File: src/rtl/ifetch_v5.sv
// rtl/ifetch_v5.sv - instruction fetch stage with PC, ROM address and in-order fetch queue
//
// Purpose: owns the program counter, addresses the instruction ROM, captures
// each {pc, inst} pair into a small circular queue and presents the queue
// head to decode over a valid/ready handshake. Supports redirect, halt and
// backpressure.
//
// Parameters:
//   RESET_PC    PC loaded on reset
//   QDEPTH      queue entries (2 or 4)
// Ports:
//   clk         clock, rising edge
//   clrn        asynchronous active-low reset
//   imem_a      ROM byte address (the PC register)
//   imem_inst   ROM word for imem_a, combinational
//   redirect    load redirect_pc and flush the queue
//   redirect_pc redirect target (low two bits ignored)
//   halt        suppress new fetches; queue still drains
//   id_valid    queue head valid for decode
//   id_inst     head instruction word
//   id_pc       head PC
//   id_ready    decode accepts the head this cycle
//   id_illegal  head word is the all-zero ROM padding value
//   q_count     current queue occupancy

module ifetch_v5 #(
  parameter logic [31:0] RESET_PC = 32'h0000_0000,
  parameter int          QDEPTH   = 2
) (
  input  logic                      clk,
  input  logic                      clrn,
  output logic [31:0]               imem_a,
  input  logic [31:0]               imem_inst,
  input  logic                      redirect,
  input  logic [31:0]               redirect_pc,
  input  logic                      halt,
  output logic                      id_valid,
  output logic [31:0]               id_inst,
  output logic [31:0]               id_pc,
  input  logic                      id_ready,
  output logic                      id_illegal,
  output logic [$clog2(QDEPTH):0]   q_count
);

  localparam int PW = $clog2(QDEPTH);
  localparam int CW = PW + 1;
  localparam logic [CW-1:0] C_DEPTH = CW'(QDEPTH);

  logic [31:0]   r_pc;
  logic [PW-1:0] r_head;
  logic [PW-1:0] r_tail;
  logic [CW-1:0] r_count;
  logic [31:0]   r_q_pc   [QDEPTH];
  logic [31:0]   r_q_inst [QDEPTH];

  logic w_valid;
  logic w_deq;
  logic w_enq;
  logic [1:0] w_unused_rpc_lo;

  assign w_unused_rpc_lo = redirect_pc[1:0];

  // Redirect masks the head so a stale entry is never consumed in the flush cycle.
  assign w_valid = (r_count != '0) & ~redirect;
  assign w_deq   = w_valid & id_ready;
  // A full queue still accepts a word when the head leaves in the same cycle.
  assign w_enq   = ~redirect & ~halt & ((r_count < C_DEPTH) | w_deq);

  always_ff @(posedge clk or negedge clrn) begin
    if (!clrn) begin
      r_pc    <= RESET_PC;
      r_head  <= '0;
      r_tail  <= '0;
      r_count <= '0;
      for (int i = 0; i < QDEPTH; i++) begin
        r_q_pc[i]   <= '0;
        r_q_inst[i] <= '0;
      end
    end else if (redirect) begin
      r_pc    <= {redirect_pc[31:2], 2'b00};
      r_head  <= '0;
      r_tail  <= '0;
      r_count <= '0;
    end else begin
      if (w_enq) begin
        r_q_pc[r_tail]   <= r_pc;
        r_q_inst[r_tail] <= imem_inst;
        r_tail           <= r_tail + PW'(1);
        r_pc             <= r_pc + 32'd4;
      end
      if (w_deq) begin
        r_head <= r_head + PW'(1);
      end
      case ({w_enq, w_deq})
        2'b10:   r_count <= r_count + CW'(1);
        2'b01:   r_count <= r_count - CW'(1);
        default: r_count <= r_count;
      endcase
    end
  end

  assign imem_a     = r_pc;
  assign id_valid   = w_valid;
  assign id_inst    = r_q_inst[r_head];
  assign id_pc      = r_q_pc[r_head];
  assign id_illegal = w_valid & (r_q_inst[r_head] == 32'h0);
  assign q_count    = r_count;

endmodule

File: config.mk
export PLATFORM = sky130hd
export DESIGN_NAME = ifetch_v5
export DESIGN_NICKNAME = d
export VERILOG_FILES = /design/src/rtl/ifetch_v5.sv
export SDC_FILE = /design/constraint.sdc
export NUM_CORES = 1
export LEC_CHECK = 0
export CAP_MARGIN = 10
export CORE_MARGIN = 8
export CORE_UTILIZATION = 51
export DETAILED_ROUTE_END_ITERATION = 10
export GPL_ROUTABILITY_DRIVEN = 0
export MAX_ROUTING_LAYER = met4
export PLACE_DENSITY = 0.81
export SYNTH_ARGS = -nofsm -noshare
export SYNTH_HDL_FRONTEND = slang
export SYNTH_SLANG_ARGS = --single-unit
File: constraint.sdc
create_clock -name clk -period 2.05 [get_ports clk]
set_input_delay 0.205 -clock clk [delete_from_list [all_inputs] [get_ports clk]]
set_output_delay 0.205 -clock clk [all_outputs]
set_load 0.05 [all_outputs]
# ---- After elaboration in Yosys (flattened, before gate mapping)
# Index checks and enable logic that the tools add are counted.
dict set report word_totals {
  register_bits 164
  inputBits 69
  output_inout_bits 100
  elab_cells 54
}
dict set report op_classes {
  add_sub_neg 5
  magnitude_cmp 4
  eq_ne 2
  mux 18
  bitwise_logic 10
  n_reduce_logical 7
}
# operator count
set ops {}
lappend ops {{32-bit 2-to-1 mux} 9}
lappend ops {{64-bit bitwise mux} 2}
lappend ops {{32-bit by 3-bit adder with 32-bit output, second input constant} 1}
lappend ops {{32-bit demux with 1-bit select} 1}
lappend ops {{32-bit zero test} 1}
lappend ops {{2-bit nonzero test} 3}
lappend ops {{1-bit AND} 5}
lappend ops {{2-bit greater-or-equal comparator, second input constant} 2}
lappend ops {{1-bit 2-to-1 mux} 4}
lappend ops {{1-bit inverter with 2-bit output} 2}
lappend ops {{2-bit case mux with 2 select lines} 1}
lappend ops {{3-bit nonzero test} 1}
lappend ops {{1-bit adder, second input constant} 2}
lappend ops {{2-bit by 1-bit adder with 2-bit output, second input constant} 1}
lappend ops {{2-bit by 1-bit equality test with 1-bit output, second input constant} 1}
lappend ops {{2-bit equality test, second input constant} 1}
lappend ops {{2-bit by 1-bit < comparator with 1-bit output, second input constant} 1}
lappend ops {{2-bit < comparator, second input constant} 1}
lappend ops {{2-bit 2-to-1 mux} 1}
lappend ops {{1-bit inverter} 2}
lappend ops {{2-bit AND reduction} 1}
lappend ops {{2-bit by 1-bit subtractor with 2-bit output, second input constant} 1}
lappend ops {{1-bit logical AND} 1}
lappend ops {{1-bit bitwise OR} 1}

# ---- Logic depth before layout (Yosys ltp)
dict set report logic_depth {
  ltp_word 8
  depth_mapped 7
  ltp_nobuf 5
}

# ---- Least setup slack after synthesis
# OpenSTA, ideal clock, no wires.
dict set report synth_path {
  path_kind {reg-to-output}
  startpoint {register r_head}
  endpoint {output port id_illegal}
  arrival_ns 2.450
  t_required_ns 1.845
  setup_slack_ns -0.605
  path_stages_with_launch 5
  path_buffers 0
  cell_sequence {dfrtp_1 -> mux2_2 -> nor4_1 -> nand3_1 -> a221oi_1}
}
dict set report synth_via {
  elab_chain_cells 6
}
# element line_no
set synth_lines {}
lappend synth_lines {{start: declaration} 50} ;# logic [PW-1:0] r_head;
lappend synth_lines {{start signal: assignment} 92} ;# r_head <= r_head + PW'(1);
lappend synth_lines {{1-bit inverter with 2-bit output} --}
lappend synth_lines {{32-bit 2-to-1 mux (3 in series)} --}
lappend synth_lines {{named net id_inst[26]} 38} ;# output logic [31:0] id_inst,
lappend synth_lines {{32-bit zero test} 106} ;# assign id_illegal = w_valid & (r_q_inst[r_head] == 32'h0);
lappend synth_lines {{1-bit AND} 106}
lappend synth_lines {{end: declaration} 41} ;# output logic id_illegal,
# The timed path passes the listed nets, and every way through them passes these cells. The select of a mux whose other input is x is not followed.

# ---- Worst setup path in the final report
dict set report layout_path {
  startpoint {register r_head}
  endpoint {output port id_illegal}
}
dict set report layout_via {
  elab_chain_cells 6
}
# element line_no
set layout_lines {}
lappend layout_lines {{1-bit inverter with 2-bit output (implied by the code)} 106}
lappend layout_lines {{32-bit 2-to-1 mux (implied by the code) (3 in series)} 106}
lappend layout_lines {{32-bit zero test} 106}
lappend layout_lines {{1-bit AND} 106}
# Every way passes these cells. The select of a mux whose other input is x is not followed.

==> results.toml <==
[status]
status = "complete, but fails checks"
violations = "negative setup slack"

[sta]
finalHoldViolCount = 0
setup_viol = 20
finClkSkew_ps = 8.121
max_freq_ghz = 0.4302
finalHoldWorstSlack_ps = 149.7
worst_pin_slew_ps = 581.9
worst_slack_ps = -274.5
slew_viol_final = 0
min_period_ps = 2324
tns_ps = -2446
fin_crit_sh_pct = 113.4
maxSlewHeadroom_pct = 61.08
rsz0062_at_grt = "yes"

[grt]
grt_pass1_vias = 6161
grt_max_degree = 61
antenna_found_initial = 0
overflow = 0
grt_pass1_wl_mm = 32.49
grt_usage_pct = 22.98

[synth]
yosysSeqAreaShare_pct = 52.87
synth_top_area_share_pct = 52.87
syn_area_sq_mm = 0.007478
synthCells = 577
avgSynthCellArea_sq_um = 12.96
ys_warn_count = 0
synthDistinctLibCells = 39
yosysTopAreaCell = "dfrtp_1"
synth_area_leaders = "dfrtp_1 53%, mux2_2 26%, xor2_1 2.5%"
ys_seq_elements = 158

[worst_setup_path]
start_kind = "flop"
reg2reg_slack_ps = 90
cp_max_fo = 4
crit_required_ps = 1850
end_kind = "output port"
worstPathArrival_ps = 2120
path_class = "flop to output port"

[run]
drv_cap = 0

[detailed_routing]
drc = 0
viasPerCell = 5.649
final_antenna_net_count = 0
drtPass1Iterations = 5
drt_iter0_drc = 351
wire_per_inst_um = 20.99
finalWirelength_mm = 20.34
dr_total_vias = 5474

[cts]
cts_made_buffers = 17
clk_pin_slew_ps = 60
insertion_delay_ps = 420
clock_path_buffers = 2
cts_sinks = 158
ctsRootBufferMaster = "clkbuf_16"
h-tree-depth = 4
cts_tree = "built"

[die]
core_sq_mm = 0.01442
die_w_um = 137.1
dieArea_sq_mm = 0.01880
rows = 44
initial_utilization_pct = 51.85
die_h_um = 137.1
num_io_pins = 169

[layout]
fillers = 939
drive_gt1_share_pct = 42.55
diodes = 0
utilization_pct = 71.56
nets = 842
syn2layout_area_growth_pct = 38.03

[power]
vdd_drop_max_mv = 0.9319
leakagePower_nw = 4.398
p_per_area_mw_per_mm2 = 1165

[placement]
io_buffers = 162
hpwl_mm = 14.16
place_ws_ps = -9.716

[min_path]
hold_class = "primary input to flop"
-- state kept, by name (all words and copies together) (netlist names) --
register,cells
r_q_inst,64
r_q_pc,60
imem_a,30
q_count,2
r_head,1
r_tail,1
-- cells in the final DEF, fill, tap and decap left out, types with 3 or more instances in the layout --
cell	count
and2_1	3
and3_1	3
buf_12	12
buf_4	68
buf_6	26
clkbuf_16	19
clkdlybuf4s50_1	93
clkinv_4	4
conb_1	4
dfrtp_1	154
dfrtp_2	4
dlymetal6s2s_1	3
inv_1	4
inv_6	6
mux2_1	14
mux2_2	169
mux2_4	5
nand2_1	36
nand3_1	14
nand4_1	20
nor2_1	13
nor3b_1	3
nor4_1	12
nor4_2	3
o21ai_0	30
xnor2_1	9
xor2_1	21
-- worst max-delay path, cell delays in order, from the launching register on --
cell and delay [ps]:
dfrtp_2 460, buf_6 150, nor3_2 160, a21oi_1 70, nor4_2 310, nand3_2 130
a221oi_4 250, buf_12 180
-- synth_stat cells (all sizes together) --
master,number
mux2,188
dfrtp,158
nand2,36
o21ai,31
buf,26
xor2,21
nand4,20
nor4,16
nand3,15
nor2,13
xnor2,9
clkbuf,8
nor3,6
inv,4
and2,3
and3,3
nor3b,3
nor4b,3
a21oi,2
a31oi,2
nor2b,2
a221oi,1
and4,1
conb,1
ha,1
mux2i,1
o211ai,1
o31ai,1
o41ai,1
-- area by class of cell --
| type | count | area (sq um) | share of cell area, % |
|---|---|---|---|
| Multi-Input combinational cell | 384 | 3413 | 33.07 |
| Clock buffer | 17 | 425.4 | 4.121 |
| Clock inverter | 15 | 175.2 | 1.697 |
| Sequential cell | 158 | 3959 | 38.35 |
| Tap cell | 184 | 230.2 | 2.230 |
| Inverter | 4 | 15.01 | 0.1455 |
| Timing Repair Buffer | 207 | 2105 | 20.39 |
-- logic make-up after synthesis --
group | after synthesis | synth area share, %
muxes | 189 | 28.44
DFF | 158 | 52.87
and+or+nand+nor | 121 | 9.169
AOI/OAI and AO/OA | 39 | 2.811
buffers and inverters | 38 | 2.978
xor gates and xnor gates | 30 | 3.514
adders and majority gates | 1 | 0.1673
other | 1 | 0.05014
-- stage by stage --
step	instance area (sq um)	instances	power (mW)
3_5_place_dp	9380	927	8.649
5_1_grt	10320	969	12.57
2_1_floorplan	7511	580	7.280
3_3_place_gp	9380	927	8.479
6_report	10320	969	12.03
4_1_cts	10110	966	11.92
-- metal layers --
layer | vias to the layer above | routed length, um | share of wire, % | global-route usage, %
met5 | - | 0 | 0 | -
met4 | 0 | 261 | 1.3 | 7.182
met3 | 22 | 1611 | 7.9 | 6.278
met2 | 211 | 10020 | 49 | 36.32
met1 | 2771 | 8453 | 42 | 28.18
li1 | 2470 | - | - | -
-- repair_timing --
| item | in CTS | in global routing |
|---|---|---|
| cloned | 1 | 2 |
| setup endpoints to repair | 44 | 57 |
| pin swaps | 2 | 2 |
| endpoints found under the hold margin | 46 | 0 |
| hold buffers | 1 | 0 |
| setup buffers | 5 | 1 |
| resized for setup | 12 | 38 |
-- final timing paths --
check / depth (start not counted) / end / from
setup / recovery: 7 / id_illegal / r_head$_DFFE_PN0P_
hold / removal: 2 / r_head$_DFFE_PN0P_ / redirect
setup reg to reg: 6 / imem_a[28]$_DFFE_PN0P_ / imem_a[17]$_DFFE_PN0P_
hold reg to reg: 1 / r_q_pc[31]$_DFFE_PN0P_ / r_q_pc[31]$_DFFE_PN0P_
max in group asynchronous: 3 / imem_a[16]$_DFFE_PN0P_ / clrn
min in group asynchronous: 2 / r_q_inst[53]$_DFFE_PN0P_ / clrn
-- power by group --
part | switching [mW] | internal (mW) | leakage, nW | total, mW
logic | 2.49 | 1.85 | 2.19 | 4.35
registers | 0.601 | 3.91 | 1.91 | 4.51
clock network | 1.33 | 1.84 | 0.297 | 3.17
total | 4.43 | 7.60 | 4.40 | 12.0
Note: power is estimated with default switching activity, not from simulation.
